**src/rtl/int_ctrl_if.sv**
```systemverilog
// Request/bus bundle between int_ctrl (slave) and the core plus data bus (master).
interface int_ctrl_if #(
  parameter int N_SRC = 8
);
  logic [N_SRC-1:0] irq_in;
  logic             int_ack;
  logic             int_done;
  logic [1:0]       bus_addr;
  logic             bus_we;
  logic [31:0]      bus_wdata;
  logic [31:0]      bus_rdata;
  logic             INT0;
  logic [4:0]       int_id;

  modport master (
    output irq_in, int_ack, int_done, bus_addr, bus_we, bus_wdata,
    input  bus_rdata, INT0, int_id
  );

  modport slave (
    input  irq_in, int_ack, int_done, bus_addr, bus_we, bus_wdata,
    output bus_rdata, INT0, int_id
  );
endinterface

```
**src/rtl/int_ctrl.sv**
```systemverilog
// External interrupt controller feeding INT0 of the core; lowest pending enabled source wins.
// Define INT_CTRL_EDGE_EN for edge-triggered capture with W1C; otherwise requests are level-sensitive.
module int_ctrl #(
  parameter int N_SRC = 8
) (
  input logic       clk,
  input logic       rst,
  int_ctrl_if.slave bus
);

  typedef enum logic [1:0] {
    IDLE    = 2'd0,
    REQ     = 2'd1,
    SERVICE = 2'd2
  } state_e;

  state_e           state_q;
  logic             int0_q;
  logic [4:0]       intId_q;
  logic [N_SRC-1:0] enable_q;
  logic [N_SRC-1:0] pending_q;
  logic [N_SRC-1:0] pending_d;
  logic [N_SRC-1:0] cand;
  logic [4:0]       winner;
  logic [31:0]      candExt;
  logic [31:0]      rdata;
  logic             enWrite;
  logic             unusedWdata;

  assign enWrite     = bus.bus_we && (bus.bus_addr == 2'd0);
  assign unusedWdata = ^bus.bus_wdata[31:N_SRC];

`ifdef INT_CTRL_EDGE_EN
  logic [N_SRC-1:0] irq_q;
  logic [N_SRC-1:0] clearMask;
  logic             pendWrite;
  logic             ackClear;

  assign pendWrite = bus.bus_we && (bus.bus_addr == 2'd1);
  assign ackClear  = (state_q == REQ) && bus.int_ack;

  // A fresh rising edge outranks a W1C or ack-clear landing on the same bit.
  always_comb begin
    clearMask = '0;
    for (int i = 0; i < N_SRC; i++) begin
      clearMask[i] = (ackClear && (intId_q == 5'(i))) || (pendWrite && bus.bus_wdata[i]);
    end
    pending_d = (pending_q & ~clearMask) | (bus.irq_in & ~irq_q);
  end

  always_ff @(posedge clk) begin
    if (rst) begin
      irq_q <= '0;
    end else begin
      irq_q <= bus.irq_in;
    end
  end
`else
  assign pending_d = bus.irq_in;
`endif

  always_ff @(posedge clk) begin
    if (rst) begin
      pending_q <= '0;
      enable_q  <= '0;
    end else begin
      pending_q <= pending_d;
      if (enWrite) begin
        enable_q <= bus.bus_wdata[N_SRC-1:0];
      end
    end
  end

  assign cand = pending_q & enable_q;

  always_comb begin
    winner = '0;
    for (int i = N_SRC - 1; i >= 0; i--) begin
      if (cand[i]) begin
        winner = 5'(i);
      end
    end
    candExt = '0;
    candExt[N_SRC-1:0] = cand;
  end

  // Acknowledge is tested before retraction so an ack always reaches SERVICE.
  always_ff @(posedge clk) begin
    if (rst) begin
      state_q <= IDLE;
      int0_q  <= 1'b0;
      intId_q <= '0;
    end else begin
      case (state_q)
        IDLE: begin
          if (|cand) begin
            intId_q <= winner;
            int0_q  <= 1'b1;
            state_q <= REQ;
          end
        end
        REQ: begin
          if (bus.int_ack) begin
            int0_q  <= 1'b0;
            state_q <= SERVICE;
          end else if (!candExt[intId_q]) begin
            int0_q  <= 1'b0;
            state_q <= IDLE;
          end
        end
        SERVICE: begin
          if (bus.int_done) begin
            state_q <= IDLE;
          end
        end
        default: begin
          int0_q  <= 1'b0;
          state_q <= IDLE;
        end
      endcase
    end
  end

  always_comb begin
    rdata = '0;
    case (bus.bus_addr)
      2'd0: rdata[N_SRC-1:0] = enable_q;
      2'd1: rdata[N_SRC-1:0] = pending_q;
      2'd2: rdata[5:0]       = (state_q == SERVICE) ? (6'(intId_q) + 6'd1) : 6'd0;
      default: rdata[1:0]    = state_q;
    endcase
  end

  assign bus.bus_rdata = rdata;
  assign bus.INT0      = int0_q;
  assign bus.int_id    = intId_q;

endmodule

```
**src/flat_wrapper.sv**
```systemverilog
// flat-port wrapper written by rule: the top's interface ports become plain ports
module int_ctrl_flat 
#(
  parameter int N_SRC = 8
)
  (clk, rst, bus_irq_in, bus_int_ack, bus_int_done, bus_bus_addr, bus_bus_we, bus_bus_wdata, bus_bus_rdata, bus_INT0, bus_int_id);
  int_ctrl_if #(.N_SRC(N_SRC)) bus_i ();
  input logic clk;
  input logic rst;
  input wire logic [$bits(bus_i.irq_in)-1:0] bus_irq_in;
  input wire logic [$bits(bus_i.int_ack)-1:0] bus_int_ack;
  input wire logic [$bits(bus_i.int_done)-1:0] bus_int_done;
  input wire logic [$bits(bus_i.bus_addr)-1:0] bus_bus_addr;
  input wire logic [$bits(bus_i.bus_we)-1:0] bus_bus_we;
  input wire logic [$bits(bus_i.bus_wdata)-1:0] bus_bus_wdata;
  output wire logic [$bits(bus_i.bus_rdata)-1:0] bus_bus_rdata;
  output wire logic [$bits(bus_i.INT0)-1:0] bus_INT0;
  output wire logic [$bits(bus_i.int_id)-1:0] bus_int_id;
  assign bus_i.irq_in = bus_irq_in;
  assign bus_i.int_ack = bus_int_ack;
  assign bus_i.int_done = bus_int_done;
  assign bus_i.bus_addr = bus_bus_addr;
  assign bus_i.bus_we = bus_bus_we;
  assign bus_i.bus_wdata = bus_bus_wdata;
  assign bus_bus_rdata = bus_i.bus_rdata;
  assign bus_INT0 = bus_i.INT0;
  assign bus_int_id = bus_i.int_id;
  int_ctrl #(.N_SRC(N_SRC)) u_core (.clk(clk), .rst(rst), .bus(bus_i));
endmodule
```
**config.mk**
```make
export PLATFORM = sky130hd
export DESIGN_NAME = int_ctrl_flat
export DESIGN_NICKNAME = d
export VERILOG_FILES = /design/src/rtl/int_ctrl_if.sv /design/src/rtl/int_ctrl.sv /design/src/flat_wrapper.sv
export SDC_FILE = /design/constraint.sdc
export NUM_CORES = 1
export LEC_CHECK = 0
export CORE_MARGIN = 2
export CORE_UTILIZATION = 33
export DETAILED_ROUTE_END_ITERATION = 10
export PLACE_DENSITY = 0.78
export SLEW_MARGIN = 20
export SYNTH_ARGS = -nofsm -noshare
export SYNTH_HDL_FRONTEND = slang
export SYNTH_SLANG_ARGS = --single-unit
```
**constraint.sdc**
```tcl
create_clock -name clk -period 1.6 [get_ports clk]
set_clock_uncertainty 0.15 [all_clocks]
set_input_delay 0.32 -clock clk [delete_from_list [all_inputs] [get_ports clk]]
set_output_delay 0.32 -clock clk [all_outputs]
set_load 0.005 [all_outputs]
```
==> results of run 1 <==
## registers in the layout, summed over array words and instances (netlist names)
signal / count
u_core.enable_q: 8
u_core.pending_q: 8
u_core.bus.int_id: 3
u_core.state_q: 2
u_core.bus.INT0: 1
## per-stage QoR
stage	hold slack, ns	power [uW]	TNS (ns)
floorplan	0.242	753	-0.00748
global placement	0.305	848	-8.29
detailed placement	0.314	853	-8.73
CTS	0.327	1250	-1.27
global route	0.336	1310	-1.66
finish	0.319	1250	-1.21
## worst reg2reg max path, delay by kind of cell, from the launching register on
family / cells / cell delay, ns
flops: 1 / 0.36
buf+inv: 3 / 0.35
mux: 1 / 0.29
compound gates: 2 / 0.51
## report_power, final
| part | internal (uW) | total (uW) | leakage [uW] | switching (uW) |
|---|---|---|---|---|
| registers | 572 | 598 | 0.000184 | 26.1 |
| logic | 152 | 250 | 0.000597 | 97.9 |
| clock network | 219 | 402 | 0.0000288 | 182 |
| total | 944 | 1250 | 0.000810 | 306 |
## layout make-up
| cell class | instances | area, um^2 | share of cell area, % |
|---|---|---|---|
| clock buffers | 4 | 55.1 | 2.82 |
| inverters | 6 | 22.5 | 1.15 |
| multi-input cells | 112 | 764 | 39.1 |
| flip-flops and latches | 22 | 454 | 23.3 |
| well taps | 50 | 62.6 | 3.20 |
| repair buffers | 68 | 594 | 30.4 |
## cells in the final DEF, fill, tap and decap left out, types with 4 or more instances in the layout
cell type         n
dfxtp_2           5
nor2_1           19
nor2b_1           8
inv_1             5
dfxtp_1          15
clkdlybuf4s50_1  21
buf_4            29
a22o_1            4
conb_1           26
nand2_1           8
buf_6             6
buf_2             5
clkbuf_8          4
mux2i_1          11
mux4_2            4
## layer usage
layer | part of all wire (%) | up-vias | GRT usage [%]
li1 | - | 583 | -
met1 | 44 | 542 | 18.1
met2 | 48 | 51 | 25.2
met3 | 6.5 | 6 | 2.33
met4 | 1.8 | 0 | 4.59
met5 | 0 | - | 0
## how the worst min path moves through the flow
stage | end | from | slack, ns | depth (start not counted)
floorplan | u_core.pending_q[0]$_SDFF_PP0_ | rst | 0.24 | 1
global placement | u_core.bus.INT0$_SDFFE_PP0P_ | u_core.bus.INT0$_SDFFE_PP0P_ | 0.31 | 2
detailed placement | u_core.bus.INT0$_SDFFE_PP0P_ | u_core.bus.INT0$_SDFFE_PP0P_ | 0.31 | 2
CTS | u_core.bus.INT0$_SDFFE_PP0P_ | u_core.bus.INT0$_SDFFE_PP0P_ | 0.33 | 2
global route | u_core.bus.INT0$_SDFFE_PP0P_ | u_core.bus.INT0$_SDFFE_PP0P_ | 0.34 | 2
finish | u_core.bus.INT0$_SDFFE_PP0P_ | u_core.bus.INT0$_SDFFE_PP0P_ | 0.32 | 2
## kinds of logic (layout without fill, tap and decap cells)
logic type	after synthesis	after routing	synth area share, %
muxes	16	16	16.2
adders and majority gates	1	1	0.946
xor gates and xnor gates	1	1	0.662
DFF	22	22	33.3
other	1	26	0.284
and+or+nand+nor	47	47	17.3
AOI/OAI and AO/OA	21	21	13.2
buffers and inverters	37	78	18.1
## timing repair
item                       in CTS  in global routing
setup endpoints to repair      21                 14
resized for setup              46                 13
pin swaps                       6                  3
setup buffers                   4                  4
hold buffers                    0                  0
==> reports/metrics.yaml, run 1 <==
status: "complete, but fails checks"
ys_warn_count: 0
ant_nets: 0
synth_top_area_share_pct: 33.3
clk_latency_ns: 0.26
layout_setup_ws_ns: -0.362
cp_num_buf_inv: 2
core-area_mm2: 0.00391
stdcell_count: 262
critPathKind: "flop to output pin"
crit_end: "bus_bus_rdata[1]"
synthTopCellsByArea: "dfxtp_1 33%, buf_4 15%, mux2i_1 9.1%, nor2_1 5.7%, mux4_2 5.1%"
syn_inst: 146
r2r_cells: 6
fmax_ghz: 0.510
die_w_um: 67.3
final_nets: 261
slowest_delay_ns: 0.44
root_buffer: "clkbuf_8"
track_usage_pct: 14.4
via_count: 1182
startpoint: "u_core.bus.int_id[1]$_SDFFE_PP0P_"
dpl_cell_area_mm2: 0.00184
dp.cells: 251
synth.most_common_cell: "buf_4"
synthArstFlopShare_pct: 0
fin_crit_sh_pct: 123
layout-drive-gt1-share_pct: 32.5
ys_types: 34
cp_top_family: "multiplexers"
powerDensity_mw_per_mm2: 640
crit_slowest_cell: "mux4_2"
holdCritPathClass: "flop to flop"
critical_path_arrival_ns: 1.49
area_growth_pct: 47.7
cts.path.max_buffers: 2
avgSynthCellArea_um2: 9.06
utilization_pct: 49.9
worst-path-stages: 5
htreeDepth: 1
num_rows: 23
cp-end-kind: "output pin"
min_period_ns: 1.96
wl_um: 3020
final_area_mm2: 0.00195
r2r_start: "u_core.bus.int_id[0]$_SDFFE_PP0P_"
worstPathMaxFanout: 2
p_leak_uw: 0.000810
grt_pass1_wl_um: 5010
nFillCells: 378
cap_violations: 0
place_hpwl_um: 2420
place_ws_ns: -0.733
wl_per_cell_um: 11.5
rsz0062_at_grt: "yes"
start_util_pct: 33.8
synth-seq-area-share_pct: 33.3
start_kind: "flop"
setup_viol: 6
synth_edf_count: 0
vdd_ir_drop_max_mv: 0.373
violations: "negative setup slack"
path_cells: "ha_4, inv_2, nor2_1, mux4_2, buf_2"
synth-seq-cells: 22
r2r-end: "u_core.bus.INT0$_SDFFE_PP0P_"
netlist_area_mm2: 0.00132
cts_num_sinks: 22
ys.flop_type: "dfxtp_1"
diodes: 0
grt-ovfl-total: 0
antenna_found_initial: 0
r2r_slack_ns: -0.14
yosys-top-cells-count: "26 x buf_4, 22 x dfxtp_1, 20 x nor2_1"
first_pass_iters: 4
hold_violations: 0
maxSlewViolCount: 0
viasPerCell: 4.51
grt_max_degree: 16
cts_made_buffers: 3
die_area_mm2: 0.00453
io_buffer_count: 34
drtIter0Drc: 25
clk_pin_slew_ns: 0.08
crit_required_ns: 1.13
fp.dieH_um: 67.3
drc: 0
globalplace.congestion: 0.852
io_pins: 85
cts_tree: "done"
grt_pass1_vias: 1146
synth.largest_area_cell: "dfxtp_1"
(Power assumes the default switching activity.)
==> run 2: changes to the inputs <==
--- a/config.mk
+++ b/config.mk
@@ -5,8 +5,10 @@
 export SDC_FILE = /design/constraint.sdc
 export NUM_CORES = 1
 export LEC_CHECK = 0
+export CELL_PAD_IN_SITES_DETAIL_PLACEMENT = 0
+export CELL_PAD_IN_SITES_GLOBAL_PLACEMENT = 1
 export CORE_MARGIN = 2
-export CORE_UTILIZATION = 33
+export CORE_UTILIZATION = 23
 export DETAILED_ROUTE_END_ITERATION = 10
 export PLACE_DENSITY = 0.78
 export SLEW_MARGIN = 20
==> reports/metrics.yaml, run 2 (synthesized netlist as in run 1, its figures left out) <==
r2r-end: "u_core.bus.INT0$_SDFFE_PP0P_"
final_common_cell: "conb_1"
die_area_mm2: 0.00637  # +41%
met3_wirelength_um: 200  # +2.6%
cap_violations: 0  # unchanged
p_clk_share_pct: 29.2  # -2.9 points
hold_violations: 0  # unchanged
clk_pin_slew_ns: 0.08  # about the same
crit_end: "bus_bus_rdata[1]"
seqPwrFrac_pct: 49.8  # +2.0 points
setup_viol: 6  # unchanged
start_util_pct: 23.9  # -9.9 points
wl_per_cell_um: 11.8  # +2.6%
critPathKind: "flop to output pin"
vdd_ir_drop_max_mv: 0.242  # -35%
layout-drive-gt1-share_pct: 33.5  # +0.95 points
dr.max_layer_used: "met4"
hold_path_startpoint: "u_core.bus.INT0$_SDFFE_PP0P_"
r2r_slack_ns: -0.09  # +0.05 ns
grt_max_degree: 13  # -3
r2r_start: "u_core.bus.int_id[2]$_SDFFE_PP0P_"
drtIter0Drc: 41  # +64%
wl_met1_um: 1520  # +15%
htreeDepth: 1  # unchanged
utilization_pct: 35.1  # -15 points
hold_slack_ns: 0.317  # -0.00202 ns
die_w_um: 79.8  # +19%
p_leak_uw: 0.000794  # -1.9%
cts.path.max_buffers: 2  # unchanged
drc: 0  # unchanged
holdCritPathClass: "flop to flop"
maxSlewViolCount: 0  # unchanged
grt-ovfl-total: 0  # unchanged
status: "complete, but fails checks"
mostFrequentLayoutCells: "26 x conb_1, 24 x buf_4, 20 x clkdlybuf4s50_1"
startpoint: "u_core.bus.int_id[1]$_SDFFE_PP0P_"
cp-end-kind: "output pin"
core-area_mm2: 0.00554  # +42%
via_count: 1146  # -3.0%
netSwitchingPower_uw: 301  # -1.8%
swShare_pct: 25.0  # +0.52 points
powerDensity_mw_per_mm2: 617  # -3.6%
num_rows: 27  # +17%
antenna_found_initial: 0  # unchanged
wl_um: 3290  # +8.8%
track_usage_pct: 10.6  # -3.8 points
fmax_ghz: 0.517  # +1.4%
wl_met2_um: 1500  # +3.0%
min_period_ns: 1.93  # -0.0274 ns
globalplace.congestion: 0.843  # -1.0%
cell_internal_pwr_uw: 901  # -4.5%
ant_nets: 0  # unchanged
clk_latency_ns: 0.26  # about the same
start_kind: "flop"
rsz0062_at_grt: "yes"
place_ws_ns: -0.711  # +0.0220 ns
comb_power_share_pct: 21.1  # +1.1 points
critical_path_arrival_ns: 1.46  # -0.03 ns
final_nets: 255  # -2.3%
r2r_cells: 4  # -2
io_pins: 85  # unchanged
fin_crit_sh_pct: 121  # -1.7 points
viasPerCell: 4.12  # -8.6%
diodes: 0  # unchanged
violations: "negative setup slack"
fp.dieH_um: 79.8  # +19%
cts_num_sinks: 22  # unchanged
setup_tns_ns: -1.05  # +0.167 ns
dp.cells: 269  # +7.2%
grt_pass1_vias: 1116  # -2.6%
place_hpwl_um: 2540  # +5.2%
crit_required_ns: 1.13  # about the same
root_buffer: "clkbuf_8"
io_buffer_count: 34  # unchanged
area_growth_pct: 47.2
hold_buffers: 0  # unchanged
cts_tree: "done"
stdcell_count: 278  # +6.1%
first_pass_iters: 4  # unchanged
grt_pass1_wl_um: 5230  # +4.4%
cts_made_buffers: 3  # unchanged
layout_setup_ws_ns: -0.335  # +0.0274 ns
worstPathMaxFanout: 2  # unchanged
[run 2: per-layer routing]
layer / vias to the layer above / track usage, %
met5: - / 0
met4: 0 / 4.75
met3: 8 / 2.38
met2: 39 / 16.6
met1: 528 / 13.9
li1: 571 / -
[run 2: per-stage QoR]
step,total power (uW),instance area [um^2]
CTS,1210,1910
finish,1200,1950
global placement,849,1830
floorplan,753,1440
global route,1270,1950
detailed placement,851,1830
[run 2: power by group through the flow]
stage / combinational, uW / sequential, uW / clock [uW]
floorplan: 146 / 607 / 0
global placement: 241 / 609 / 0
detailed placement: 242 / 609 / 0
CTS: 243 / 598 / 368
global route: 277 / 603 / 390
finish: 253 / 598 / 350
[run 2: cell type report]
| type | instances | area (um^2) |
|---|---|---|
| Fill cell | 590 | 3590 |
| Multi-Input combinational cell | 112 | 782 |
| Timing Repair Buffer | 62 | 548 |
| Sequential cell | 22 | 459 |
| Tap cell | 72 | 90.1 |
| Clock buffer | 4 | 45.0 |
| Inverter | 6 | 22.5 |
[run 2: critical path, stage by stage, from the launching register on]
cell	delay, ns
dfxtp_2	0.34
ha_4	0.23
inv_2	0.04
nor2_1	0.03
mux4_2	0.43
buf_2	0.14
[run 2: what timing repair did]
item,CTS,global route
gates resized for setup,46,16
gates cloned,0,0
buffers inserted,2,3
pin swaps,7,5
hold endpoints to repair,0,0
setup endpoints to repair,21,14
[run 2: how the worst min path moves through the flow]
stage	end	slack (ns)	cells past startpoint
2_1_floorplan	u_core.pending_q[0]$_SDFF_PP0_	0.24	1
5_1_grt	u_core.bus.INT0$_SDFFE_PP0P_	0.33	2
4_1_cts	u_core.bus.INT0$_SDFFE_PP0P_	0.32	2
3_3_place_gp	u_core.bus.INT0$_SDFFE_PP0P_	0.31	2
6_report	u_core.bus.INT0$_SDFFE_PP0P_	0.32	2
3_5_place_dp	u_core.bus.INT0$_SDFFE_PP0P_	0.31	2
==> run 3: changes to the inputs <==
--- a/config.mk
+++ b/config.mk
@@ -9,6 +9,8 @@
 export CELL_PAD_IN_SITES_GLOBAL_PLACEMENT = 1
 export CORE_MARGIN = 2
 export CORE_UTILIZATION = 23
+export CTS_BUF_LIST = sky130_fd_sc_hd__clkbuf_8
+export CTS_CLUSTER_SIZE = 12
 export DETAILED_ROUTE_END_ITERATION = 10
 export PLACE_DENSITY = 0.78
 export SLEW_MARGIN = 20
==> reports/metrics.yaml, run 3 (synthesized netlist as in run 1, its figures left out) <==
multi_input_area_um2: 782  # unchanged
layout_setup_ws_ns: -0.335  # -0.000312 ns
critical_path_arrival_ns: 1.47  # about the same
final_nets: 255  # unchanged
hold_violations: 0  # unchanged
grt_max_degree: 13  # unchanged
min_period_ns: 1.94  # +0.000312 ns
cap_violations: 0  # unchanged
final_common_cell: "conb_1"
track_usage_pct: 10.6  # unchanged
htreeDepth: 1  # unchanged
worstPathMaxFanout: 2  # unchanged
core-area_mm2: 0.00554  # unchanged
start_kind: "flop"
cp-end-kind: "output pin"
cts_made_buffers: 3  # unchanged
powerDensity_mw_per_mm2: 614  # -0.48%
die_area_mm2: 0.00637  # unchanged
min_path_cells: 2  # unchanged
via_count: 1147  # +0.087%
place_hpwl_um: 2540  # unchanged
seqPwrFrac_pct: 50.0  # +0.2 points
violations: "negative setup slack"
fp.dieH_um: 79.8  # unchanged
cts_num_sinks: 22  # unchanged
slowest_delay_ns: 0.43  # about the same
grt-ovfl-total: 0  # unchanged
comb_power_share_pct: 21.2  # about the same
layout-drive-gt1-share_pct: 33.5  # unchanged
io_buffer_count: 34  # unchanged
diodes: 0  # unchanged
nFillCells: 590  # unchanged
hold_slack_ns: 0.317  # +0.0000380 ns
holdCritPathClass: "flop to flop"
vdd_ir_drop_max_mv: 0.242  # about the same
fmax_ghz: 0.517  # about the same
crit_required_ns: 1.13  # about the same
num_rows: 27  # unchanged
maxSlewViolCount: 0  # unchanged
clk_latency_ns: 0.26  # about the same
globalplace.congestion: 0.843  # unchanged
cts.path.max_buffers: 2  # unchanged
setup_viol: 7  # +1
netSwitchingPower_uw: 301  # +0.20%
critPathKind: "flop to output pin"
drc: 0  # unchanged
setup_tns_ns: -1.06  # -0.0164 ns
p_leak_uw: 0.000799  # +0.52%
crit_slowest_cell: "mux4_2"
wl_per_cell_um: 11.9  # +0.30%
path_cells: "ha_4, inv_2, nor2_1, mux4_2, buf_2"
seq_area_um2: 459  # unchanged
swShare_pct: 25.2  # +0.17 points
start_util_pct: 23.9  # unchanged
clk_pin_slew_ns: 0.08  # about the same
r2r_cells: 4  # unchanged
ant_nets: 0  # unchanged
drtIter0Drc: 41  # unchanged
r2r_slack_ns: -0.09  # about the same
cell_internal_pwr_uw: 895  # -0.71%
utilization_pct: 35.1  # unchanged
wl_um: 3300  # +0.30%
p_clk_share_pct: 28.8  # -0.4 points
die_w_um: 79.8  # unchanged
hold_buffers: 0  # unchanged
rsz0062_at_grt: "yes"
mostFrequentLayoutCells: "26 x conb_1, 24 x buf_4, 20 x clkdlybuf4s50_1"
io_pins: 85  # unchanged
first_pass_iters: 4  # unchanged
area_growth_pct: 47.2  # unchanged
dp.cells: 269  # unchanged
cts_tree: "done"
grt_pass1_vias: 1117  # +0.090%
fin_crit_sh_pct: 121  # about the same
stdcell_count: 278  # unchanged
viasPerCell: 4.13  # about the same
status: "complete, but fails checks"
grt_pass1_wl_um: 5240  # +0.13%
root_buffer: "clkbuf_8"
antenna_found_initial: 0  # unchanged
-- run 3: cell types whose count changed in the layout (fill, tap and decap cells not counted) --
| cell | delta |
|---|---|
| clkbuf_1 | -1 |
| inv_1 | +1 |
-- run 3: timing repair --
item | CTS | global route
pin swaps | 7 | 5
endpoints found under the setup margin | 21 | 14
setup buffers | 2 | 3
gates resized for setup | 46 | 16
-- run 3: critical path, delay by kind of cell, from the launching register on --
kind | cells | cell delay (ns)
fa+ha+maj | 1 | 0.23
buf+inv | 2 | 0.18
flops | 1 | 0.34
mux | 1 | 0.43
simple gates | 1 | 0.03
-- run 3: layer usage --
metal	share of wire, %	GRT usage, %
met2	46	16.6
met3	6.4	2.38
met1	46	13.9
met5	0	0
met4	2.2	4.75
-- run 3: layout make-up --
| class | instances | area share, % |
|---|---|---|
| multi-input combinational | 112 | 40.2 |
| sequential | 22 | 23.6 |
| timing repair buffer | 62 | 28.1 |
| clock inverter | 1 | 0.193 |
| tap | 72 | 4.63 |
| inverter | 6 | 1.16 |
| clock buffer | 3 | 2.12 |
-- run 3: stage by stage --
step	power [uW]	setup slack, ns	instance area [um^2]
floorplan	753	-0.00748	1440
global placement	849	-0.720	1830
detailed placement	851	-0.711	1830
CTS	1200	-0.350	1910
global route	1260	-0.396	1950
finish	1200	-0.335	1950
-- run 3: power groups by stage --
stage	Sequential (uW)	Combinational [uW]	Clock, uW
after floorplan	607	146	0
after global placement	609	241	0
after detailed placement	609	242	0
after CTS	598	243	362
after global routing	603	277	384
final	598	253	344
-- run 3: path summary, 6_finish.rpt --
check / start / to
setup reg to reg: u_core.bus.int_id[2]$_SDFFE_PP0P_ / u_core.bus.INT0$_SDFFE_PP0P_
hold reg to reg: u_core.bus.INT0$_SDFFE_PP0P_ / u_core.bus.INT0$_SDFFE_PP0P_
setup / recovery: u_core.bus.int_id[1]$_SDFFE_PP0P_ / bus_bus_rdata[1]
hold / removal: u_core.bus.INT0$_SDFFE_PP0P_ / u_core.bus.INT0$_SDFFE_PP0P_
